<file path="config.mk">
export PLATFORM = sky130hd
export DESIGN_NAME = sample_frame_buffer_flat
export DESIGN_NICKNAME = d
export VERILOG_FILES = /design/src/rtl/sample_frame_buffer_if.sv /design/src/rtl/sample_frame_buffer.sv /design/src/flat_wrapper.sv
export SDC_FILE = /design/constraint.sdc
export NUM_CORES = 1
export LEC_CHECK = 0
export CORE_UTILIZATION = 48
export DETAILED_ROUTE_END_ITERATION = 8
export HOLD_SLACK_MARGIN = 0.03
export PLACE_DENSITY = 0.79
export SYNTH_ARGS = -nofsm -noshare
export SYNTH_HDL_FRONTEND = slang
export SYNTH_SLANG_ARGS = --single-unit
</file>
<file path="constraint.sdc">
create_clock -name i_clk -period 2.7 [get_ports i_clk]
set_clock_uncertainty 0.1 [all_clocks]
set_input_delay 0.54 -clock i_clk [delete_from_list [all_inputs] [get_ports i_clk]]
set_output_delay 0.54 -clock i_clk [all_outputs]
set_load 0.1 [all_outputs]
</file>
<file path="src/rtl/sample_frame_buffer_if.sv">
// Sample/frame handshake bundle for sample_frame_buffer.
// master: sample producer and frame consumer; slave: the buffer itself.
interface sample_frame_buffer_if #(
  parameter int unsigned N     = 16,
  parameter int unsigned DEPTH = 16
);
  localparam int unsigned FW = $clog2(DEPTH) + 1;

  logic                 i_valid;
  logic [N-1:0]         i_word;
  logic                 o_ready;
  logic [N*DEPTH-1:0]   o_words;
  logic                 o_frame_valid;
  logic                 i_frame_ack;
  logic [FW-1:0]        o_fill;
  logic [7:0]           o_frame_cnt;

  modport master (
    output i_valid, i_word, i_frame_ack,
    input  o_ready, o_words, o_frame_valid, o_fill, o_frame_cnt
  );

  modport slave (
    input  i_valid, i_word, i_frame_ack,
    output o_ready, o_words, o_frame_valid, o_fill, o_frame_cnt
  );
endinterface

</file>
<file path="src/rtl/sample_frame_buffer.sv">
// Double-banked sample-to-frame buffer: samples fill one bank while the
// consumer reads a published frame from the other.
// Optional macro SAMPLE_FRAME_BUFFER_BITREV_EN stores samples in
// bit-reversed (FFT input) order; default is natural order.
module sample_frame_buffer #(
  parameter int unsigned N     = 16,
  parameter int unsigned DEPTH = 16
) (
  input  logic                   i_clk,
  input  logic                   i_rst,
  sample_frame_buffer_if.slave   bus
);

  localparam int unsigned AW = $clog2(DEPTH);
  localparam int unsigned FW = AW + 1;
  localparam int unsigned WW = N * DEPTH;
  localparam logic [FW-1:0] LAST_IDX = FW'(DEPTH - 1);
  localparam logic [FW-1:0] FULL_CNT = FW'(DEPTH);

  typedef enum logic {ST_FILL, ST_WAIT} state_t;

  state_t          state_q;
  logic [FW-1:0]   fill_q;
  logic [WW-1:0]   fill_bank;
  logic [WW-1:0]   read_bank;
  logic            frame_valid_q;
  logic            ready_q;
  logic [7:0]      frame_cnt_q;

  logic            accept_c;
  logic            last_c;
  logic            read_free_c;
  logic            swap_c;
  logic [AW-1:0]   wr_idx_c;
  logic [WW-1:0]   fill_merged_c;

`ifdef SAMPLE_FRAME_BUFFER_BITREV_EN
  function automatic logic [AW-1:0] bitrev(input logic [AW-1:0] v);
    logic [AW-1:0] r;
    r = '0;
    for (int i = 0; i < int'(AW); i++) r[i] = v[AW-1-i];
    return r;
  endfunction

  // Sample j lands at the bit-reversed slot of j.
  assign wr_idx_c = bitrev(fill_q[AW-1:0]);
`else
  // Sample j lands at slot j.
  assign wr_idx_c = fill_q[AW-1:0];
`endif

  // Acceptance, swap decision and the fill bank including this cycle's word.
  always_comb begin
    accept_c      = bus.i_valid && ready_q;
    last_c        = accept_c && (fill_q == LAST_IDX);
    read_free_c   = !frame_valid_q || bus.i_frame_ack;
    swap_c        = (last_c && read_free_c) ||
                    ((state_q == ST_WAIT) && bus.i_frame_ack);
    fill_merged_c = fill_bank;
    if (accept_c) fill_merged_c[32'(wr_idx_c)*N +: N] = bus.i_word;
  end

  // Write FSM, bank storage, publish/release bookkeeping.
  always_ff @(posedge i_clk) begin
    if (i_rst) begin
      state_q       <= ST_FILL;
      fill_q        <= '0;
      fill_bank     <= '0;
      read_bank     <= '0;
      frame_valid_q <= 1'b0;
      ready_q       <= 1'b1;
      frame_cnt_q   <= 8'd0;
    end else begin
      fill_bank <= fill_merged_c;

      if (swap_c) begin
        read_bank     <= fill_merged_c;
        frame_valid_q <= 1'b1;
        frame_cnt_q   <= frame_cnt_q + 8'd1;
      end else if (bus.i_frame_ack && frame_valid_q) begin
        frame_valid_q <= 1'b0;
      end

      case (state_q)
        ST_FILL: begin
          if (accept_c) begin
            if (fill_q == LAST_IDX) begin
              if (read_free_c) begin
                fill_q <= '0;
              end else begin
                state_q <= ST_WAIT;
                ready_q <= 1'b0;
                fill_q  <= FULL_CNT;
              end
            end else begin
              fill_q <= fill_q + FW'(1);
            end
          end
        end
        ST_WAIT: begin
          if (bus.i_frame_ack) begin
            state_q <= ST_FILL;
            ready_q <= 1'b1;
            fill_q  <= '0;
          end
        end
        default: begin
          state_q <= ST_FILL;
          ready_q <= 1'b1;
          fill_q  <= '0;
        end
      endcase
    end
  end

  // Outputs come straight from registers; only the read bank is visible.
  assign bus.o_ready       = ready_q;
  assign bus.o_words       = read_bank;
  assign bus.o_frame_valid = frame_valid_q;
  assign bus.o_fill        = fill_q;
  assign bus.o_frame_cnt   = frame_cnt_q;

endmodule

</file>
<file path="src/flat_wrapper.sv">
// flat-port wrapper written by rule: the top's interface ports become plain ports
module sample_frame_buffer_flat 
#(
  parameter int unsigned N     = 16,
  parameter int unsigned DEPTH = 16
)
  (i_clk, i_rst, bus_i_valid, bus_i_word, bus_i_frame_ack, bus_o_ready, bus_o_words, bus_o_frame_valid, bus_o_fill, bus_o_frame_cnt);
  sample_frame_buffer_if #(.N(N), .DEPTH(DEPTH)) bus_i ();
  input  logic i_clk;
  input  logic i_rst;
  input wire logic [$bits(bus_i.i_valid)-1:0] bus_i_valid;
  input wire logic [$bits(bus_i.i_word)-1:0] bus_i_word;
  input wire logic [$bits(bus_i.i_frame_ack)-1:0] bus_i_frame_ack;
  output wire logic [$bits(bus_i.o_ready)-1:0] bus_o_ready;
  output wire logic [$bits(bus_i.o_words)-1:0] bus_o_words;
  output wire logic [$bits(bus_i.o_frame_valid)-1:0] bus_o_frame_valid;
  output wire logic [$bits(bus_i.o_fill)-1:0] bus_o_fill;
  output wire logic [$bits(bus_i.o_frame_cnt)-1:0] bus_o_frame_cnt;
  assign bus_i.i_valid = bus_i_valid;
  assign bus_i.i_word = bus_i_word;
  assign bus_i.i_frame_ack = bus_i_frame_ack;
  assign bus_o_ready = bus_i.o_ready;
  assign bus_o_words = bus_i.o_words;
  assign bus_o_frame_valid = bus_i.o_frame_valid;
  assign bus_o_fill = bus_i.o_fill;
  assign bus_o_frame_cnt = bus_i.o_frame_cnt;
  sample_frame_buffer #(.N(N), .DEPTH(DEPTH)) u_core (.i_clk(i_clk), .i_rst(i_rst), .bus(bus_i));
endmodule
</file>
# Word level (Yosys, flattened, before mapping)
# Cells that the tools add are included.
# totals
regBits	528
in_bits	20
# op_classes
add_sub_neg	3
n_eq_ne	5
n_shift	2
mux	19
n_bitwise	1
n_reduce_logical	11
# op_table
cell	n
256-bit bitwise mux	1
256-bit two-way mux	1
16-bit by 34-bit variable shift with 256-bit output (first input constant)	1
16-bit by 34-bit indexed part select with 256-bit output	1
8-bit negation with 34-bit output	1
5-bit two-way mux	4
1-bit two-way mux	10
5-bit case mux with 2 select lines	1
8-bit by 1-bit adder with 8-bit output (second input constant)	1
5-bit by 1-bit adder with 5-bit output (second input constant)	1
5-bit by 4-bit == test with 1-bit output (second input constant)	1
1-bit logical AND	5
2-bit by 1-bit inequality test with 1-bit output (second input constant)	2
2-bit inequality test (second input constant)	2
1-bit case mux with 2 select lines	2
4-bit AND reduction	1
1-bit logical OR	2
2-bit AND reduction	1
2-bit nonzero test	1
1-bit logical NOT	1
1-bit inverter	1

# Logic depth before layout (Yosys ltp)
# Gate-level depths: netlist of run 1.
# logic_depth
depth_word	6
depth_mapped	10

# Worst setup path before layout of run 1
# No wires, ideal clock.
# synth_timing
kind	register to register
from	register u_core.fill_q[0] (netlist: u_core.bus.o_fill[0])
to	register u_core.read_bank[173] (netlist: u_core.bus.o_words[173])
setup_time_ps	137
arrival_ps	3372
required_time_ps	2463
path_slack_ps	-909
path_stages_with_launch	10
path_cell_list	dfxtp_1 buf_2 inv_1 ha_1 or3b_1 buf_6 a2111oi_4 buf_8 mux2i_1 a211oi_1
# synth_between
elab_chain_cells	4
elab_cells_between_ends	9
classes_between	add/sub (1); eq/ne (1); shift (2); mux (2); reduce/logical (3)
# synth_rtl
element	line_no	text
from (decl)	sample_frame_buffer.sv:23	logic [FW-1:0] fill_q;
from (signal assigned)	sample_frame_buffer.sv:96	fill_q <= fill_q + FW'(1);
8-bit negation with 34-bit output / 5-bit by 4-bit == test with 1-bit output (equally long branches)	sample_frame_buffer.sv:60, sample_frame_buffer.sv:55	
16-bit by 34-bit indexed part select with 256-bit output (tied with other cells)	sample_frame_buffer.sv:60	if (accept_c) fill_merged_c[32'(wr_idx_c)*N +: N] = bus.i_word;
256-bit bitwise mux / 1-bit logical AND (equally long branches)	sample_frame_buffer.sv:60, sample_frame_buffer.sv:57	
256-bit two-way mux / 1-bit logical OR (equally long branches)	sample_frame_buffer.sv:60, sample_frame_buffer.sv:57	
to (signal assigned)	sample_frame_buffer.sv:77	read_bank <= fill_merged_c;
to (decl)	sample_frame_buffer.sv:25	logic [WW-1:0] read_bank;
# Parallel ways exist; a longest one is shown, timed or not.
# A chain may end at the register's enable or synchronous reset.

# Final worst setup path of run 1
# layout_timing
from	register u_core.fill_q[0] (netlist: u_core.bus.o_fill[0])
to	register u_core.read_bank[58] (netlist: u_core.bus.o_words[58])
# Same word-level chain as after synthesis.

==> results by group, run 1 <==
CTS
  • Post-cts resize count: 0
  • Num CTS Buffers: 53
  • CTS Root Cell: clkbuf_16
  • Clock Pin Slew Worst Setup and Hold Paths: 0.06 ns
  • # hold bufs at CTS: 0
  • CTS Sinks: 528
  • Clk Latency, worst-skew pair: 0.59 ns
  • CTS tree: built
  • H-tree depth: 2
  • Max clock buf depth: 3
  • Post-CTS Setup Repair Bufs: 0

Critical path
  • Cells along the critical path: inv_1, ha_4, or3b_2, nor3_4, buf_12, mux2i_1, a211oi_1
  • Crit-path slowest cell: or3b_2
  • CP bufs+invs: 2
  • CP Depth: 7
  • Max stage delay on crit path: 0.55 ns
  • Delay-heaviest family, CP: simple AND/OR/NAND/NOR gates
  • Crit path from: u_core.bus.o_fill[0]
  • CP Launch Type: flip-flop
  • Worst Setup End Kind: flip-flop
  • CP max FO: 17
  • R2R Path End: u_core.bus.o_words[58]
  • Worst reg2reg setup slack: 0.14 ns
  • Worst r2r path cells: 7
  • CP Class: reg -> reg
  • Worst Path Required: 3.07 ns
  • Arrival time at the worst endpoint: 2.93 ns
  • R2r startpoint: u_core.bus.o_fill[0]

Synthesis
  • Main synth FF type: dfxtp_1
  • Post-synth ARST share: 0%
  • Synthesized cell area: 18900 um^2
  • Yosys cell types: 49
  • Flops & latches, synth: 528
  • Synth top area share: 56.0%
  • Top cells by area, synth: dfxtp_1, mux2i_1, nor2_1, a211oi_1, clkbuf_1
  • Register area share after synthesis: 56.0%
  • Most common library cells after synthesis: dfxtp_1, nor2_1, a211oi_1, mux2i_1, clkbuf_1
  • YS warnings: 0
  • Top-count cell post-synth: dfxtp_1
  • Synth area leader: dfxtp_1
  • Post-Synthesis Cells: 1877
  • Synth Area per Inst: 10.1 um^2
  • Post-synth EDFFs: 0
  • Post-synth net total: 1901

Timing
  • Min Clock Period, post-route: 2.56 ns
  • Max Freq: 390 MHz
  • Max-slew violations: 0
  • Setup violators final: 0
  • Worst Tran Pin Value: 0.954 ns
  • Relative max-transition margin: 36.3%
  • RSZ-0062 raised after global routing: no
  • Hold Fails Final Rpt: 0
  • Crit share post-route: 94.9%

Floorplan
  • Core area: 38700 um^2
  • Die W: 200 um
  • Starting Density: 48.7%
  • Die height: 200 um
  • # IOs: 291
  • Floorplan row count: 72
  • Die area: 40100 um^2

Drt
  • DRC viols: 0
  • DRT Wirelength: 52800 um
  • Avg WL per Cell: 19.5 um
  • Initial drt markers: 918
  • Antenna Violating Nets Remaining: 0
  • First-pass detailed-route iteration total: 5
  • Total number of vias: 14600
  • DR vias/cell: 5.41

Layout
  • Reg area: 10600 um^2
  • Nets@finish: 2167
  • Area grow syn2layout: 27.8%
  • Multi-input gate area: 7660 um^2
  • Share of post-route cells with drive strength above 1: 22.0%
  • Final Instance Count excl. Fillers: 2706
  • Fillers: 3093
  • Final Util: 62.3%

Hold path
  • Hold Path Depth: 2
  • Min-delay src: i_rst
  • End point of the worst hold path: u_core.fill_bank[223]
  • Hold Path Class: in -> reg

Place
  • Placed cell count: 2606
  • Buffers on Ports: 290
  • HPWL after DPL: 35500 um
  • Routability cong.: 0.826

GRT
  • Number of global-route vias before repair: 14100
  • Antenna violations before repair: 6
  • GR Overflow Total: 0
  • Largest net degree at the start of global routing: 81
  • First-pass GRT wire length: 81500 um
  • GRT Util Overall: 25.9%

Pwr
  • VDD IR max: 0.670 mV
  • Pwr dens: 668 nW/um^2
  • Leak: 9.50 nW

Run
  • Max_cap viols: 0

Status
  • Status: completed
kinds of logic (layout without fill, tap and decap cells):
group / count (synthesis) / after routing / share of synthesized area [%]
xor+xnor: 3 / 3 / 0.179
simple gates: 605 / 605 / 13.4
flops: 528 / 528 / 56.0
compound gates: 308 / 308 / 12.6
mux: 257 / 257 / 13.6
fa+ha+maj: 4 / 4 / 0.265
other cells: 0 / 1 / 0
buf+inv: 172 / 482 / 3.90
stage by stage:
| stage | TNS, ns | hold WS [ns] | cell area, um^2 | setup WS (ns) | total power (W) |
|---|---|---|---|---|---|
| detailed placement | -0.152 | 0.376 | 22300 | -0.0433 | 0.00859 |
| finish | 0 | 0.291 | 24100 | 0.139 | 0.0161 |
| global route | 0 | 0.303 | 24100 | 0.0151 | 0.0166 |
| floorplan | -19.70 | 0.356 | 19000 | -0.188 | 0.00832 |
| CTS | 0 | 0.280 | 24100 | 0.107 | 0.0162 |
| global placement | 0 | 0.360 | 22300 | 0.0500 | 0.00858 |
worst register-to-register path, stage by stage, from the launching register on:
cell and delay, ns:
dfxtp_4 0.46, inv_1 0.10, ha_4 0.26, or3b_2 0.55, nor3_4 0.34, buf_12 0.21, mux2i_1 0.30, a211oi_1 0.11
worst max-delay path by stage:
stage	end	slack, ns
2_1_floorplan	u_core.bus.o_words[173]	-0.19
3_3_place_gp	u_core.bus.o_words[161]	0.05
3_5_place_dp	u_core.bus.o_words[193]	-0.04
4_1_cts	u_core.bus.o_words[46]	0.11
5_1_grt	u_core.bus.o_words[52]	0.02
6_report	u_core.bus.o_words[58]	0.14
metal layers:
metal | routed length, um | global-route usage (%) | vias to the layer above
li1 | - | - | 7032
met1 | 23900 | 35.8 | 7037
met5 | 0 | 0 | -
met3 | 3520 | 5.45 | 92
met4 | 1580 | 9.11 | 0
met2 | 23800 | 40.3 | 479
cell usage in the layout (no fill, tap or decap), types with 5 or more instances in the layout:
cell type / Yosys / final
clkdlybuf4s50_1: 0 / 18
bufinv_16: 0 / 5
mux2i_1: 256 / 256
clkinv_2: 0 / 15
inv_1: 5 / 5
buf_12: 0 / 37
clkbuf_1: 132 / 9
nand3b_1: 5 / 5
nor3b_1: 17 / 16
a21boi_0: 16 / 16
a211oi_1: 257 / 257
clkbuf_8: 0 / 8
dfxtp_1: 528 / 523
clkbuf_16: 0 / 58
buf_4: 6 / 322
and2b_1: 10 / 10
nand2_1: 6 / 6
nand3_1: 9 / 9
nor2b_1: 8 / 8
a21oi_1: 13 / 13
nor2_1: 519 / 519
state kept, by name, indices dropped and copies added, names as in the netlist:
name	count
u_core.bus.o_frame_valid	1
u_core.bus.o_words	256
u_core.fill_bank	256
u_core.bus.o_frame_cnt	8
u_core.bus.o_ready	1
u_core.bus.o_fill	5
u_core.state_q	1
area by class of cell:
type,instances,share of cell area [%]
multi-input combinational,1177,31.8
clock inverter,24,1.07
antenna,1,0.0104
clock buffer,75,6.61
inverter,5,0.0778
tap,518,2.69
sequential,528,43.9
timing repair buffer,378,13.9
where the power goes:
group          switching, W  internal, W  total, W
logic              0.000418     0.000184  0.000603
clock network       0.00310      0.00460   0.00770
registers         0.0000134      0.00780   0.00782
(Power assumes the default switching activity.)
==> run 2: changes to the inputs <==
Settings changed: SLEW_MARGIN set to 10.
==> results of run 2 <==
No change in the layout: final DEF, timing and power equal those of run 1.
